==> config.mk <==
export PLATFORM = sky130hd
export DESIGN_NAME = sm83_mcycle_seq
export DESIGN_NICKNAME = d
export VERILOG_FILES = /design/src/rtl/sm83_mcycle_seq.sv
export SDC_FILE = /design/constraint.sdc
export NUM_CORES = 1
export LEC_CHECK = 0
export CAP_MARGIN = 20
export CORE_MARGIN = 2
export CORE_UTILIZATION = 44
export CTS_CLUSTER_DIAMETER = 40
export DETAILED_ROUTE_END_ITERATION = 10
export PLACE_DENSITY_LB_ADDON = 0.2
export SLEW_MARGIN = 40
export SYNTH_ARGS = -nofsm -noshare
export SYNTH_HDL_FRONTEND = slang
export SYNTH_SLANG_ARGS = --single-unit
==> constraint.sdc <==
create_clock -name clk -period 1.87 [get_ports clk]
set_input_delay 0.187 -clock clk [delete_from_list [all_inputs] [get_ports clk]]
set_output_delay 0.187 -clock clk [all_outputs]
set_load 0.02 [all_outputs]
==> src/rtl/sm83_mcycle_seq.sv <==
`default_nettype none
// ============================================================================
//  Module      : sm83_mcycle_seq
//  Description : Machine-cycle sequencer for the sm83 core. Splits each
//                M-cycle into T_PER_M T-states and runs a FETCH M-cycle
//                followed by m_len EXECUTE M-cycles, with memory-wait
//                stretching in the last T-state and HALT/wake handling.
//                Optional macro SM83_MCYCLE_CNT_EN adds a free-running
//                32-bit M-cycle counter output (mcycle_cnt).
//  Revision    : 1.0  initial release
// ============================================================================
module sm83_mcycle_seq #(
    parameter int T_PER_M = 4,
    parameter int MAX_M   = 6,
    parameter int TW      = $clog2(T_PER_M),
    parameter int MW      = $clog2(MAX_M)
) (
    input  logic          clk,
    input  logic          rst_n,
    input  logic          stall,
    input  logic [MW-1:0] m_len,
    input  logic          halt_req,
    input  logic          wake,
    output logic          fetch_cycle,
    output logic          execute_cycle,
    output logic [TW-1:0] t_state,
    output logic [MW-1:0] m_idx,
    output logic          m_end,
    output logic          instr_done,
    output logic          len_err,
`ifdef SM83_MCYCLE_CNT_EN
    output logic [31:0]   mcycle_cnt,
`endif
    output logic          halted
);

    localparam logic [TW-1:0] T_LAST  = TW'(T_PER_M - 1);
    localparam logic [MW-1:0] LEN_MAX = MW'(MAX_M - 1);

    typedef enum logic [1:0] {
        ST_FETCH = 2'd0,
        ST_EXEC  = 2'd1,
        ST_HALT  = 2'd2
    } state_t;

    state_t        state;
    state_t        next_state;
    logic [TW-1:0] next_t;
    logic [MW-1:0] next_m;
    logic [MW-1:0] len;
    logic [MW-1:0] next_len;
    logic          next_done;
    logic          next_err;
    logic          len_over;
    logic [MW-1:0] len_sat;

    assign fetch_cycle   = (state == ST_FETCH);
    assign execute_cycle = (state == ST_EXEC);
    assign halted        = (state == ST_HALT);

    // Stall only counts in the last T-state; HALT never ends an M-cycle.
    assign m_end = (t_state == T_LAST) && !stall && (state != ST_HALT);

    // Over-long lengths from the decoder are clamped to the largest legal value.
    assign len_over = (m_len > LEN_MAX);
    assign len_sat  = len_over ? LEN_MAX : m_len;

    // State register plus T/M counters, latched length and one-shot pulses.
    always_ff @(posedge clk) begin
        if (!rst_n) begin
            state      <= ST_FETCH;
            t_state    <= '0;
            m_idx      <= '0;
            len        <= '0;
            instr_done <= 1'b0;
            len_err    <= 1'b0;
        end else begin
            state      <= next_state;
            t_state    <= next_t;
            m_idx      <= next_m;
            len        <= next_len;
            instr_done <= next_done;
            len_err    <= next_err;
        end
    end

    // Next-state and counter update; the final m_end of an instruction samples halt_req.
    always_comb begin
        next_state = state;
        next_t     = t_state;
        next_m     = m_idx;
        next_len   = len;
        next_done  = 1'b0;
        next_err   = 1'b0;

        if (state != ST_HALT) begin
            if (m_end) begin
                next_t = '0;
            end else if (t_state != T_LAST) begin
                next_t = t_state + TW'(1);
            end
        end

        case (state)
            ST_FETCH: begin
                if (m_end) begin
                    next_len = len_sat;
                    next_err = len_over;
                    if (len_sat == '0) begin
                        next_done  = 1'b1;
                        next_m     = '0;
                        next_state = halt_req ? ST_HALT : ST_FETCH;
                    end else begin
                        next_m     = MW'(1);
                        next_state = ST_EXEC;
                    end
                end
            end
            ST_EXEC: begin
                if (m_end) begin
                    if (m_idx < len) begin
                        next_m = m_idx + MW'(1);
                    end else begin
                        next_done  = 1'b1;
                        next_m     = '0;
                        next_state = halt_req ? ST_HALT : ST_FETCH;
                    end
                end
            end
            ST_HALT: begin
                next_t = '0;
                next_m = '0;
                if (wake) begin
                    next_state = ST_FETCH;
                end
            end
            default: begin
                next_state = ST_FETCH;
                next_t     = '0;
                next_m     = '0;
            end
        endcase
    end

`ifdef SM83_MCYCLE_CNT_EN
    // Counts completed M-cycles; m_end is never high in HALT so it holds there.
    always_ff @(posedge clk) begin
        if (!rst_n) begin
            mcycle_cnt <= '0;
        end else if (m_end) begin
            mcycle_cnt <= mcycle_cnt + 32'd1;
        end
    end
`endif

endmodule
`default_nettype wire

==> impl_metrics.csv, run 1 <==
group,metric,value,unit
grt,grt_pass1_wl,2532,µm
layout,n_antenna_cell,0,
clock_network,cts_hold_buf,0,
layout,drive_gt1_share,10.99,%
clock_network,cts_sinks,12,
worst_setup_path,worst-setup-path-type,"flop to output port",
sta,setup_viol,0,
drt,first_pass_iters,4,
die,start_util,47.94,%
die,die_area,1774,µm²
placed_design,place_area,849.6,µm²
worst_setup_path,worstPathMaxFanout,7,
die,die_h,42.12,µm
sta,final.setup.worst_slack,126.3,ps
sta,hold_violations,0,
grt,grt_max_degree,10,
synth,ys_top_cells_by_count,"dfxtp_1, nand2_1, nor2b_1",
synth,synthCells,69,
worst_setup_path,crit_family,"buffers and inverters",
clock_network,post_cts_resized,1,
drt,routed_wl,1415,µm
placed_design,dp_slack,94.77,ps
worst_setup_path,slowest_stage,"clkdlybuf4s50_1",
synth,synth_area,639.4,µm²
synth,synth_top_area_share,37.57,%
die,die_w,42.12,µm
clock_network,cts_tree,"built",
synth,synth_top_area_cell,"dfxtp_1",
placed_design,io_buffer_count,18,
grt,grt_pass1_vias,585,
die,num_io_pins,19,
clock_network,post_cts_buffers,0,
sta,fmax,573.5,MHz
sta,holdWs,495.0,ps
layout,syn_to_final_growth,36.20,%
layout,nNetsFinal,105,
sta,rsz0062_at_grt,"false",
job,maxCapViolations,0,
drt,drc,0,
synth,synth_edf_count,0,
layout,fin_area,870.8,µm²
worst_setup_path,critPathMaxStageDelay,600,ps
drt,vias,569,
synth,synthTopCellsByArea,"dfxtp_1, ha_1, nor2b_1",
sta,worstMarginPinSlew,556.8,ps
hold_path,min_path_type,"flop to flop",
worst_setup_path,worstPathArrival,1560,ps
synth,synthFlopType,"dfxtp_1",
drt,wl_per_cell,13.35,µm
die,num_rows,13,
clock_network,cts-buffers-inserted,3,
clock_network,h-tree-depth,1,
synth,postSynthAreaPerCell,9.266,µm²
sta,slew_headroom,62.60,%
synth,synth_cell_type_count,31,
sta,setup_tns,0,ps
layout,final_util,65.29,%
clock_network,root_buffer,"clkbuf_4",
synth,synth_warnings,0,
worst_setup_path,worstSetupEndpointType,"output port",
synth,synth_most_common_cell,"dfxtp_1",
worst_setup_path,critPathBufInv,1,
drt,first_iter_violations,5,
clock_network,cts.clk_slew.worst_paths,70,ps
sta,period_needed,1744,ps
sta,timing.final.crit_share,93.24,%
synth,synthArstFlopShare,0,%
grt,overflow,0,
power_and_ir_drop,power_density,606.3,nW/µm²
synth,ys_seq_area_share,37.57,%
synth,synth_nets,81,
drt,routed_via_density,5.368,
sta,drv_slew,0,
placed_design,place.gp.congestion,0.7603,
clock_network,clockBufferDepth,2,
placed_design,post-dp-hpwl,1001,µm
power_and_ir_drop,power.static_leakage,0.3486,nW
sta,clock_skew,1.456,ps
synth,ys_ff_latch,12,
clock_network,clkLatencyLatePin,260,ps
worst_setup_path,required,1680,ps
layout,final.fill_count,120,
power_and_ir_drop,peakVddDrop,0.3296,mV
grt,grt_usage,19.02,%
worst_setup_path,path_cells,"and2b_4 > clkdlybuf4s50_1",
run_status,status,"complete, no violations",
drt,ant_nets,0,
grt,antenna_found_initial,0,
die,core-area,1334,µm²
worst_setup_path,worstSetupStartpointType,"flop",
[layer usage]
metal / wire length [µm] / part of all wire [%] / up-vias / GRT usage (%)
li1: - / - / 292 / -
met1: 687 / 49 / 257 / 24.02
met2: 633 / 45 / 18 / 30.94
met3: 77 / 5.4 / 2 / 4.310
met4: 15 / 1.1 / 0 / 8.125
met5: 0 / 0 / - / 0
[state kept, by name (all words and copies together) (netlist names)]
| register | cells |
|---|---|
| m_idx | 3 |
| len_err | 1 |
| state | 2 |
| len | 3 |
| t_state | 2 |
| instr_done | 1 |
[stage by stage]
stage | cells | power, mW
after global routing | 106 | 0.5568
after CTS | 106 | 0.5345
after detailed placement | 103 | 0.3757
final | 106 | 0.5280
after global placement | 103 | 0.3729
after floorplan | 69 | 0.3280
[cells in the final DEF (no fill, tap or decap), types with 2 or more instances in the layout]
| master | n |
|---|---|
| clkdlybuf4s50_1 | 17 |
| dfxtp_1 | 12 |
| nand2_1 | 7 |
| nor2b_1 | 6 |
| nor2_1 | 5 |
| nand2b_1 | 4 |
| ha_1 | 4 |
| clkbuf_4 | 3 |
| inv_1 | 2 |
| nor3_1 | 2 |
| o21ai_0 | 2 |
| a21boi_1 | 2 |
| a21oi_1 | 2 |
| nor4b_1 | 2 |
| buf_4 | 2 |
[kinds of logic after synthesis]
family                   synth area share (%)
AO/OA/AOI/OAI                           18.59
adder cells (fa/ha/maj)                 7.828
buffers and inverters                   2.348
AND/OR/NAND/NOR                         32.10
flip-flops                              37.57
multiplexers                            1.566
[where the power goes]
group          leakage [nW]  switching, mW  total, mW  internal (mW)
combinational         0.237         0.0467     0.0963         0.0496
sequential           0.0973        0.00936      0.275          0.265
clock                0.0138         0.0827      0.157         0.0743
total                 0.349          0.139      0.528          0.389
[worst min-delay path: stages (launching register included)]
cell	delay, ps
dfxtp_1	330
nand3_1	70
a21oi_1	50
[layout make-up]
| type | instances | area (µm²) | area share, % |
|---|---|---|---|
| multi-input combinational | 53 | 384.1 | 44.11 |
| sequential | 12 | 240.2 | 27.59 |
| timing repair buffer | 20 | 193.9 | 22.27 |
| clock buffer | 3 | 22.52 | 2.586 |
| tap | 15 | 18.77 | 2.155 |
| inverter | 3 | 11.26 | 1.293 |
[path summary, 6_finish.rpt]
| path | from | end | slack [ps] | cells after the start |
|---|---|---|---|---|
| max | state[1] | execute_cycle | 130 | 2 |
| min | t_state[1] | t_state[1] | 490 | 2 |
| max reg2reg | m_idx[2] | m_idx[1] | 260 | 5 |
| min reg2reg | t_state[1] | t_state[1] | 490 | 2 |
Note: power is estimated with default switching activity, not from simulation.
==> run 2: changes to the inputs <==
--- a/config.mk
+++ b/config.mk
@@ -5,9 +5,11 @@
 export SDC_FILE = /design/constraint.sdc
 export NUM_CORES = 1
 export LEC_CHECK = 0
+export ABC_AREA = 0
 export CAP_MARGIN = 20
 export CORE_MARGIN = 2
-export CORE_UTILIZATION = 44
+export CORE_UTILIZATION = 47
+export CTS_BUF_LIST = sky130_fd_sc_hd__clkbuf_2
 export CTS_CLUSTER_DIAMETER = 40
 export DETAILED_ROUTE_END_ITERATION = 10
 export PLACE_DENSITY_LB_ADDON = 0.2
==> run 2 against run 1 <==
Sequential power about the same; largest power group unchanged; global-route usage decreased by 1.5 points; register-to-register slack improved by 40 ps; first-iteration DRC count increased by 20%; sequential cell count unchanged; combinational power decreased by 1%; cell count increased by 0.94%; non-clock buffer count increased by 1; core utilization increased by 2.5 points; worst setup slack got worse by 0.82 ps; clock-buffer cell count unchanged; total power decreased by 5.8%.
==> impl_metrics.csv, run 2 (same netlist as run 1, synthesis figures left out) <==
group,metric,value,unit
clock_network,root_buffer,"clkbuf_2",
die,num_io_pins,19,
grt,busiest_layer,"met2",
clock_network,h-tree-depth,1,
clock_network,clkLatencyLatePin,260,ps
worst_setup_path,worst-setup-path-type,"flop to output port",
drt,wl_per_cell,11.15,µm
layout,final.fill_count,114,
worst_setup_path,worstPathMaxFanout,7,
grt,grt_max_degree,10,
power_and_ir_drop,peakVddDrop,0.4091,mV
drt,vias,552,
drt,drc,0,
worst_setup_path,worstSetupEndpointType,"output port",
die,num_rows,13,
clock_network,cts-buffers-inserted,3,
drt,first_pass_iters,4,
placed_design,place.gp.congestion,0.7372,
power_and_ir_drop,power.static_leakage,0.3526,nW
worst_setup_path,required,1680,ps
drt,first_iter_violations,6,
die,die_area,1671,µm²
layout,nNetsFinal,106,
grt,grt_pass1_vias,442,
sta,clock_skew,2.819,ps
layout,n_antenna_cell,0,
grt,antenna_found_initial,0,
power_and_ir_drop,p_total,0.4973,mW
sta,setup_viol,0,
die,die_w,40.88,µm
layout,syn_to_final_growth,36.20,%
grt,overflow,0,
grt,grt_usage,17.51,%
power_and_ir_drop,power_density,571.0,nW/µm²
job,maxCapViolations,0,
run_status,status,"complete, no violations",
grt,gr-usage-met2,26.56,%
drt,routed_via_density,5.159,
die,die_h,40.88,µm
sta,timing.final.crit_share,93.29,%
clock_network,cts.clk_slew.worst_paths,120,ps
clock_network,clockBufferDepth,2,
worst_setup_path,critPathMaxStageDelay,600,ps
sta,setup_tns,0,ps
worst_setup_path,path_cells,"and2b_4 > clkdlybuf4s50_1",
sta,fmax,573.2,MHz
layout,layout_commonest_cell,"clkdlybuf4s50_1",
die,core-area,1285,µm²
drt,ant_nets,0,
sta,hold_violations,0,
clock_network,cts_tree,"built",
sta,worstMarginPinSlew,464.7,ps
sta,period_needed,1744,ps
drt,routed_wl,1193,µm
placed_design,io_buffer_count,18,
clock_network,cts_sinks,12,
sta,rsz0062_at_grt,"false",
grt,grtUsageMet1,20.93,%
worst_setup_path,slowest_stage,"clkdlybuf4s50_1",
layout,layout_common_cells,"clkdlybuf4s50_1, dfxtp_1, nand2_1",
clock_network,post_cts_buffers,0,
grt,grt_pass1_wl,1835,µm
grt,gr-usage-met3,9.783,%
hold_path,min_path_type,"flop to flop",
sta,drv_slew,0,
sta,slew_headroom,68.78,%
layout,top_regs,"len x3, m_idx x3",
layout,drive_gt1_share,11.96,%
worst_setup_path,worstSetupStartpointType,"flop",
worst_setup_path,worstPathArrival,1560,ps
die,start_util,49.76,%
placed_design,post-dp-hpwl,935.9,µm
==> run 2: cell types whose count changed in the layout (fill, tap and decap cells not counted), sizes merged <==
| cell | change |
|---|---|
| buf | +1 |
==> run 2: critical path, delay by kind of cell (launching register included) <==
family | cells | cell delay (ps)
buffers and inverters | 1 | 600
AND/OR/NAND/NOR | 1 | 300
flip-flops | 1 | 390
==> run 2: what timing repair did <==
action,CTS,global route
setup endpoints to repair,1,0
gates resized for setup,1,0
hold buffers,0,0
==> run 2: worst paths after layout <==
| kind | from | endpoint | slack, ps | cells past startpoint |
|---|---|---|---|---|
| max | state[1] | execute_cycle | 130 | 2 |
| max reg2reg | m_idx[2] | m_idx[1] | 300 | 5 |
| min | len[1] | len[1] | 480 | 2 |
| min reg2reg | len[1] | len[1] | 480 | 2 |
==> run 2: power by group <==
| part | internal (mW) | switching, mW | total [mW] |
|---|---|---|---|
| Clock | 0.0438 | 0.0852 | 0.129 |
| Sequential | 0.266 | 0.00791 | 0.273 |
| Combinational | 0.0502 | 0.0446 | 0.0949 |
| Total | 0.360 | 0.138 | 0.497 |
==> run 2: through the flow <==
step / area, µm² / cells / setup slack [ps] / utilization (%) / hold slack (ps)
finish: 870.8 / 107 / 125.5 / 67.77 / 478.5
global route: 870.8 / 107 / 48.37 / 67.77 / 494.2
CTS: 870.8 / 107 / 109.1 / 67.77 / 482.8
detailed placement: 857.1 / 104 / 98.73 / 66.70 / 465.6
global placement: 857.1 / 104 / 121.2 / 66.70 / 458.2
floorplan: 639.4 / 69 / 283.0 / - / 349.5
==> run 2: cell type report <==
type | instances | area (µm²) | share of cell area, %
Clock buffer | 3 | 15.01 | 1.724
Inverter | 3 | 11.26 | 1.293
Sequential cell | 12 | 240.2 | 27.59
Tap cell | 15 | 18.77 | 2.155
Timing Repair Buffer | 21 | 201.4 | 23.13
Multi-Input combinational cell | 53 | 384.1 | 44.11
==> run 2: metal layers <==
metal,share of wire (%),vias to the layer above,wire [µm]
li1,-,295,-
met1,50,241,595
met2,44,14,523
met3,5.7,2,68
met4,0.50,0,6
met5,0,-,0
